===== config.mk =====
export PLATFORM = sky130hd
export DESIGN_NAME = light_mode_controller
export DESIGN_NICKNAME = d
export VERILOG_FILES = /design/src/rtl/light_mode_controller.sv
export SDC_FILE = /design/constraint.sdc
export NUM_CORES = 1
export LEC_CHECK = 0
export CAP_MARGIN = 20
export CORE_MARGIN = 2
export CORE_UTILIZATION = 45
export CTS_CLUSTER_DIAMETER = 40
export DETAILED_ROUTE_END_ITERATION = 12
export GPL_TIMING_DRIVEN = 0
export PLACE_DENSITY_LB_ADDON = 0.25
export SLEW_MARGIN = 40
export SYNTH_ARGS = -nofsm -noshare
export SYNTH_HDL_FRONTEND = slang
export SYNTH_SLANG_ARGS = --single-unit

===== constraint.sdc =====
create_clock -name i_clk -period 3.7 [get_ports i_clk]
set_input_delay 0.37 -clock i_clk [delete_from_list [all_inputs] [get_ports i_clk]]
set_output_delay 0.37 -clock i_clk [all_outputs]
set_load 0.02 [all_outputs]

===== src/rtl/light_mode_controller.sv =====
// Purpose : light board mode sequencer; turns debounced power/mode button pulses into an LED pattern.
// Latency : button event -> o_state after 1 edge, o_led after 2 edges (o_led trails o_state by one cycle).
// Backpressure: none; every rising input edge is consumed immediately and simultaneous mode events lose to power.
// Ports   : i_clk/i_reset_n (async active-low), i_btn_power/i_btn_mode event pulses,
//           o_led (registered LED pattern, LED_W bits), o_state (registered mode code, 3 bits).
module light_mode_controller #(
  parameter int LED_W      = 8,
  parameter int BLINK_HALF = 50_000_000,
  parameter int PWM_PERIOD = 100_000,
  parameter int DIM_HIGH   = 25_000
) (
  input  logic             i_clk,
  input  logic             i_reset_n,
  input  logic             i_btn_power,
  input  logic             i_btn_mode,
  output logic [LED_W-1:0] o_led,
  output logic [2:0]       o_state
);

  localparam logic [2:0] S_OFF   = 3'd0;
  localparam logic [2:0] S_ON    = 3'd1;
  localparam logic [2:0] S_DIM   = 3'd2;
  localparam logic [2:0] S_BLINK = 3'd3;
  localparam logic [2:0] S_CHASE = 3'd4;

  // A period of 1 would give a zero-width counter; keep at least one bit.
  localparam int TW = (BLINK_HALF > 1) ? $clog2(BLINK_HALF) : 1;
  localparam int PW = (PWM_PERIOD > 1) ? $clog2(PWM_PERIOD) : 1;
  localparam logic [TW-1:0] TMR_MAX = TW'(BLINK_HALF - 1);
  localparam logic [PW-1:0] PWM_MAX = PW'(PWM_PERIOD - 1);

  logic             pwr_prev_q, pwr_prev_d;
  logic             mode_prev_q, mode_prev_d;
  logic [2:0]       state_q, state_d;
  logic [TW-1:0]    tmr_q, tmr_d;
  logic [PW-1:0]    pwm_q, pwm_d;
  logic             phase_q, phase_d;
  logic [LED_W-1:0] chase_q, chase_d;
  logic [LED_W-1:0] led_q, led_d;

  logic pwr_evt, mode_evt, tick;

  // Rising-edge detect: a pulse held high for many cycles still counts once.
  assign pwr_evt     = i_btn_power & ~pwr_prev_q;
  assign mode_evt    = i_btn_mode  & ~mode_prev_q;
  assign pwr_prev_d  = i_btn_power;
  assign mode_prev_d = i_btn_mode;
  assign tick        = (tmr_q == TMR_MAX);

  // State register (plus counters and edge-detect history).
  always_ff @(posedge i_clk or negedge i_reset_n) begin
    if (!i_reset_n) begin
      pwr_prev_q  <= 1'b0;
      mode_prev_q <= 1'b0;
      state_q     <= S_OFF;
      tmr_q       <= '0;
      pwm_q       <= '0;
      phase_q     <= 1'b1;
      chase_q     <= LED_W'(1);
      led_q       <= '0;
    end else begin
      pwr_prev_q  <= pwr_prev_d;
      mode_prev_q <= mode_prev_d;
      state_q     <= state_d;
      tmr_q       <= tmr_d;
      pwm_q       <= pwm_d;
      phase_q     <= phase_d;
      chase_q     <= chase_d;
      led_q       <= led_d;
    end
  end

  // Next-state logic. Power is checked first so a coincident mode event is dropped.
  always_comb begin
    state_d = state_q;
    case (state_q)
      S_OFF:   if (pwr_evt) state_d = S_ON;
      S_ON:    if (pwr_evt) state_d = S_OFF; else if (mode_evt) state_d = S_DIM;
      S_DIM:   if (pwr_evt) state_d = S_OFF; else if (mode_evt) state_d = S_BLINK;
      S_BLINK: if (pwr_evt) state_d = S_OFF; else if (mode_evt) state_d = S_CHASE;
      S_CHASE: if (pwr_evt) state_d = S_OFF; else if (mode_evt) state_d = S_ON;
      default: state_d = S_OFF;
    endcase
  end

  // Timers and pattern generators. Any mode change restarts every pattern from
  // its first step so a re-entered mode always looks the same.
  always_comb begin
    tmr_d   = tmr_q;
    pwm_d   = pwm_q;
    phase_d = phase_q;
    chase_d = chase_q;
    if (state_d != state_q) begin
      tmr_d   = '0;
      pwm_d   = '0;
      phase_d = 1'b1;
      chase_d = LED_W'(1);
    end else if (state_q == S_DIM || state_q == S_BLINK || state_q == S_CHASE) begin
      tmr_d = tick ? '0 : tmr_q + 1'b1;
      pwm_d = (pwm_q == PWM_MAX) ? '0 : pwm_q + 1'b1;
      if (tick) begin
        phase_d = ~phase_q;
        chase_d = {chase_q[LED_W-2:0], chase_q[LED_W-1]};
      end
    end else begin
      tmr_d = '0;
      pwm_d = '0;
    end
  end

  // Output logic: pattern for the current (already registered) mode, registered
  // once more so o_led trails o_state by exactly one cycle.
  always_comb begin
    led_d = '0;
    case (state_q)
      S_ON:    led_d = '1;
      S_DIM:   led_d = (int'(pwm_q) < DIM_HIGH) ? '1 : '0;
      S_BLINK: led_d = phase_q ? '1 : '0;
      S_CHASE: led_d = chase_q;
      default: led_d = '0;
    endcase
  end

  assign o_led   = led_q;
  assign o_state = state_q;

endmodule


==> out/qor.yml, run 1 <==
io_buffers: 14
synth_flop_cell: "dfrtp_1"
period_share_pct: 57.7
ys_seq_area_share_pct: 52.8
syn_avg_cell_area_sq_um: 10.2
htreeDepth: 3
finalHoldWorstSlack_ns: 0.483
p_total_mw: 1.77
die_h_um: 86.8
syn_nets: 308
ir_drop_v: 0.000353
synth_area_sq_um: 3090
yosys_warnings: 0
max_freq_mhz: 468
worstSetupEndpointType: "flip-flop"
required_ns: 3.94
r2r-start: "tmr_q[0]"
insertedDiodeCount: 0
drv_cap: 0
viasPerCell: 5.21
slew_violations: 0
clkSinkCount: 65
vias: 2156
finalHoldViolCount: 0
crit_type: "flip-flop to flip-flop"
hpwl_mm: 3.98
core_sq_um: 6720
die_area_sq_um: 7540
drc_errors: 0
fin_nets: 335
grtUsageTotal_pct: 17.3
grt_pass1_wl_mm: 10.1
gp_congestion: 0.784
drt_pre_antenna_iters: 4
setup_viol: 0
rr_worst_depth: 7
root_buffer: "clkbuf_8"
min_period_ns: 2.14
reg2reg_slack_ns: 1.56
ys_ff_latch: 65
power.leakage_nw: 1.45
rsz0062_at_grt: "no"
tightest_slew_ns: 0.759
async_flop_share_pct: 100
crit_arrival_ns: 2.38
clock_latency_ns: 0.35
reg2reg_to: "tmr_q[24]"
wl_per_cell_um: 14.0
cts_tree: "done"
grt_pass1_vias: 2154
crit_fanout: 10
io_pins: 15
drt_first_iter_violations: 93
drive_above_1_share_pct: 9.88
fin_skew_ns: 0.00703
finalSetupTns_ns: 0
rows: 30
wl_mm: 5.78
final_antenna_net_count: 0
worstSetupStartpointType: "flip-flop"
power_density_nw_per_um2: 501
clk_pin_slew_ns: 0.08
antenna_found_initial: 0
ys_types: 48
hold_path.class: "input pin to asynchronous set/reset pin"
die_x_um: 86.8
gr-total-overflow: 0
status: "complete, no violations"
layout-area-overhead-vs-synth_pct: 14.4
cts_buffers: 9
syn_inst: 302
slew_headroom_pct: 49.0
grt_max_degree: 39
synth_edf_count: 0
start_util_pct: 45.9
cts_buffer_depth: 2
-- kinds of logic after synthesis --
| group | Yosys count | share of synthesized area, % |
|---|---|---|
| xor+xnor | 40 | 11.4 |
| fa+ha+maj | 2 | 0.811 |
| compound gates | 22 | 5.07 |
| buf+inv | 12 | 2.39 |
| simple gates | 154 | 25.3 |
| flops | 65 | 52.8 |
| mux | 7 | 2.27 |
-- cells in the mapped netlist (all sizes together) (5+ instances only) --
library cell  instances  share of area [%]
buf                   5                1.5
and3                  5                1.0
nand2                22                2.8
a21o                  8                1.9
nand3                19                3.1
nor2b                 5                1.0
nor3                  7                1.3
xnor2                10                2.8
nor4                  7                2.1
dfrtp                63                 51
xor2                 30                8.5
nand4                11                2.2
nor2                 62                7.6
mux2i                 7                2.3
-- final cells by class --
cell class | instances | area (sq um)
Clock inverter | 7 | 53.8
Clock buffer | 9 | 124
Tap cell | 80 | 100
Multi-Input combinational cell | 225 | 1380
Timing Repair Buffer | 16 | 168
Fill cell | 623 | 3190
Inverter | 4 | 15.0
Sequential cell | 65 | 1630
Buffer | 8 | 58.8
-- repair_timing --
action	CTS	global route
hold buffers	1	0
buffers inserted	0	0
gates resized for setup	0	0
hold endpoints to repair	27	0
-- metrics by stage --
stage / util [%] / setup slack [ns] / instances / cell area [sq um]
6_report: 52.6 / 1.56 / 414 / 3530
5_1_grt: 52.6 / 1.39 / 414 / 3530
4_1_cts: 52.6 / 1.55 / 414 / 3530
3_5_place_dp: 49.8 / 1.45 / 397 / 3340
3_3_place_gp: 49.5 / 0.0582 / 396 / 3330
2_1_floorplan: - / 1.77 / 302 / 3090
-- worst max-delay path by stage --
stage,from,end,depth (start not counted)
3_5_place_dp,i_btn_mode,chase_q[2],5
4_1_cts,tmr_q[0],tmr_q[18],7
6_report,tmr_q[0],tmr_q[24],7
5_1_grt,tmr_q[0],tmr_q[23],7
3_3_place_gp,i_reset_n,o_led[3],1
2_1_floorplan,o_state[0],chase_q[0],7
-- layer usage --
layer	GRT usage (%)	wire length [um]	vias to the layer above
met3	4.10	148	9
met2	25.7	2610	30
met1	23.6	2920	1030
met5	0	0	-
met4	9.23	99	0
li1	-	-	1087
-- registers in the layout, summed over array words and instances (netlist names) --
signal	cells
chase_q	8
mode_prev_q	1
o_led	8
o_state	3
phase_q	1
pwm_q	17
pwr_prev_q	1
tmr_q	26
-- layout by cell type, fill, tap and decap left out, types with 3 or more instances in the layout --
cell type	count
dfrtp_1	63
nor2_1	61
xor2_1	30
nand2_1	21
nand3_1	19
clkdlybuf4s50_1	13
nand4_1	11
xnor2_1	10
clkbuf_8	9
a21o_1	8
mux2i_1	7
nor3_1	6
nor4_1	5
nor2b_1	5
and3_1	5
a21oi_1	4
nand2b_1	4
inv_1	4
buf_6	3
clkinvlp_4	3
inv_6	3
-- where the power goes --
group / total (mW) / switching (mW) / internal (mW)
clock: 0.545 / 0.297 / 0.248
combinational: 0.418 / 0.236 / 0.182
sequential: 0.807 / 0.0348 / 0.772
-- critical path: stages (launching register included) --
cell	delay [ns]
dfrtp_1	0.39
ha_1	0.22
nand4_1	0.27
nand4b_1	0.35
or3_1	0.39
nand2_2	0.17
buf_6	0.17
nor2_1	0.06
Power figures use the tool's default switching activity.
==> inputs of run 2 (changes only) <==
==> constraint.sdc (replaced) <==
create_clock -name i_clk -period 2 [get_ports i_clk]
set_input_delay 0.2 -clock i_clk [delete_from_list [all_inputs] [get_ports i_clk]]
set_output_delay 0.2 -clock i_clk [all_outputs]
set_load 0.02 [all_outputs]
==> run 2 against run 1 <==
Compared with the run above:
- sequential cell count unchanged
- sequential power increased by 86%
- cell count increased by 1.4%
- clock skew increased by 0.00055 ns
- combinational power increased by 93%
- sequential share of layout area decreased by 1.3 points
- wire length increased by 4.2%
- hold slack got worse by 0.17 ns
- worst setup slack got worse by 1.5 ns
- critical path type unchanged
==> out/qor.yml, run 2 (synthesis results as in run 1) <==
rows: 30  # unchanged
cts_buffer_depth: 2  # unchanged
vias: 2209  # was 2,156
r2r-start: "tmr_q[0]"  # unchanged
clkSinkCount: 65  # unchanged
insertedDiodeCount: 0  # unchanged
slowest_stage: "dfrtp_1"  # unchanged
die_x_um: 86.8  # unchanged
p_total_mw: 3.31  # was 1.77 mW
min_period_ns: 1.95  # was 2.14 ns
hold_path.class: "input pin to asynchronous set/reset pin"  # unchanged
htreeDepth: 3  # unchanged
antenna_found_initial: 0  # unchanged
power_density_nw_per_um2: 911  # was 501 nW/um^2
crit_type: "flip-flop to flip-flop"  # unchanged
ir_drop_v: 0.000656  # was 0.000353 V
rsz0062_at_grt: "yes"  # was no
crit_fanout: 5  # was 10
comb_power_share_pct: 24.4  # was 23.6%
die_area_sq_um: 7540  # unchanged
largest_reg_flops: 26  # unchanged
wl_mm: 6.02  # was 5.78 mm
wl_per_cell_um: 14.3  # was 14.0 um
top_register: "tmr_q"  # unchanged
status: "complete, no violations"  # unchanged
final_cell_count_no_fill: 420  # was 414
reg2reg_to: "chase_q[6]"  # was tmr_q[24]
p_sw_share_pct: 32.1  # about the same
grtUsageTotal_pct: 17.5  # was 17.3%
drt_first_iter_violations: 112  # was 93
grt_max_degree: 39  # unchanged
drt_pre_antenna_iters: 4  # unchanged
top_regs: "tmr_q: 26 flops, pwm_q: 17 flops"  # unchanged
final_antenna_net_count: 0  # unchanged
reg2reg_slack_ns: 0.05  # was 1.56 ns
root_buffer: "clkbuf_8"  # unchanged
cellInternalPower_mw: 2.25  # was 1.20 mW
period_share_pct: 97.6  # was 57.7%
rr_worst_depth: 8  # was 7
finalSetupTns_ns: 0  # unchanged
p_switching_mw: 1.06  # was 0.567 mW
setup_viol: 0  # unchanged
clock_latency_ns: 0.35  # about the same
die_h_um: 86.8  # unchanged
clk_pin_slew_ns: 0.08  # about the same
grt_pass1_vias: 2175  # was 2,154
layout-area-overhead-vs-synth_pct: 17.9  # was 14.4%
finalHoldViolCount: 0  # unchanged
core_sq_um: 6720  # unchanged
seq_power_share_pct: 45.2  # was 45.6%
fin_area_sq_um: 3640  # was 3530 sq um
cpMostUsedCell: "buf_4"
cts_tree: "done"  # unchanged
power.leakage_nw: 1.51  # was 1.45 nW
worst_slack_ns: 0.0483  # was 1.56 ns
crit_chain: "ha_4 > nand4_1 > nand4b_1 > buf_4 > nor4_4 > buf_4 > mux2i_1 > nor2_1"  # was ha_1 > nand4_1 > nand4b_1 > or3_1 > nand2_2 > buf_6 > nor2_1
viasPerCell: 5.26  # was 5.21
gp_congestion: 0.784  # unchanged
cts_buffers: 9  # unchanged
max_freq_mhz: 512  # was 468 MHz
gr-total-overflow: 0  # unchanged
critical_path.max_stage_delay_ns: 0.43  # was 0.39 ns
fin_skew_ns: 0.00758  # was 0.00703 ns
tightest_slew_ns: 0.753  # was 0.759 ns
slew_violations: 0  # unchanged
drive_above_1_share_pct: 13.8  # was 9.88%
hpwl_mm: 3.98  # unchanged
crit_arrival_ns: 2.16  # was 2.38 ns
slew_headroom_pct: 49.8  # was 49.0%
worstSetupStartpointType: "flip-flop"  # unchanged
fin_nets: 341  # was 335
post-place-ws_ns: -0.137  # was 1.45 ns
layout_common_cells: "63 x dfrtp_1, 61 x nor2_1, 30 x xor2_1"  # unchanged
io_buffers: 14  # unchanged
layout_commonest_cell: "dfrtp_1"  # unchanged
drv_cap: 0  # unchanged
required_ns: 2.21  # was 3.94 ns
pwr-share-clk_pct: 30.5  # was 30.8%
start_util_pct: 45.9  # unchanged
placed_area_sq_um: 3340  # unchanged
grt_pass1_wl_mm: 10.2  # was 10.1 mm
place_inst: 397  # unchanged
io_pins: 15  # unchanged
worstSetupEndpointType: "flip-flop"  # unchanged
drc_errors: 0  # unchanged
-- run 2: power by group through the flow --
stage | clock network (mW) | logic, mW | registers [mW]
after floorplan | 0 | 0.332 | 1.64
after detailed placement | 0 | 0.782 | 1.52
after global routing | 1.09 | 0.890 | 1.51
final | 1.01 | 0.808 | 1.50
after global placement | 0 | 0.770 | 1.52
after CTS | 1.05 | 0.801 | 1.50
-- run 2: worst max-delay path by stage --
stage,cells past startpoint,end,slack [ns],from
detailed placement,7,tmr_q[18],-0.14,tmr_q[0]
CTS,6,tmr_q[18],0.05,tmr_q[19]
global placement,1,o_led[3],-1.47,i_reset_n
floorplan,7,chase_q[0],0.07,o_state[0]
global route,8,chase_q[2],-0.10,tmr_q[0]
finish,8,chase_q[6],0.05,tmr_q[0]
-- run 2: cell type report --
cell class / instances / area (sq um)
well taps: 80 / 100
clock inverters: 7 / 53.8
plain buffers: 6 / 51.3
repair buffers: 24 / 228
multi-input cells: 225 / 1440
fillers: 604 / 3080
inverters: 4 / 15.0
flip-flops and latches: 65 / 1630
clock buffers: 9 / 124
-- run 2: routing by layer --
| layer | track usage [%] | vias to the layer above | routed length [um] |
|---|---|---|---|
| li1 | - | 1097 | - |
| met1 | 23.3 | 1069 | 2940 |
| met2 | 26.6 | 34 | 2820 |
| met3 | 4.10 | 9 | 168 |
| met4 | 9.23 | 0 | 97 |
| met5 | 0 | - | 0 |
-- run 2: through the flow --
stage	util, %	hold WS, ns
floorplan	-	-0.0956
global placement	49.5	0.471
detailed placement	49.8	0.155
CTS	53.4	0.316
global route	54.1	0.341
finish	54.1	0.315
-- run 2: timing repair --
action	4_1_cts	5_1_grt
setup endpoints to repair	40	43
gates resized for setup	3	8
pin swaps	3	1
hold buffers	1	0
endpoints found under the hold margin	27	0
gates cloned	0	1
setup buffers	5	2
-- run 2: critical path: cells and delay by family, from the launching register on --
family                     cells  cell delay, ns
DFF                            1            0.43
adders and majority gates      1            0.17
and+or+nand+nor                4            0.65
buffers and inverters          2            0.39
muxes                          1            0.19
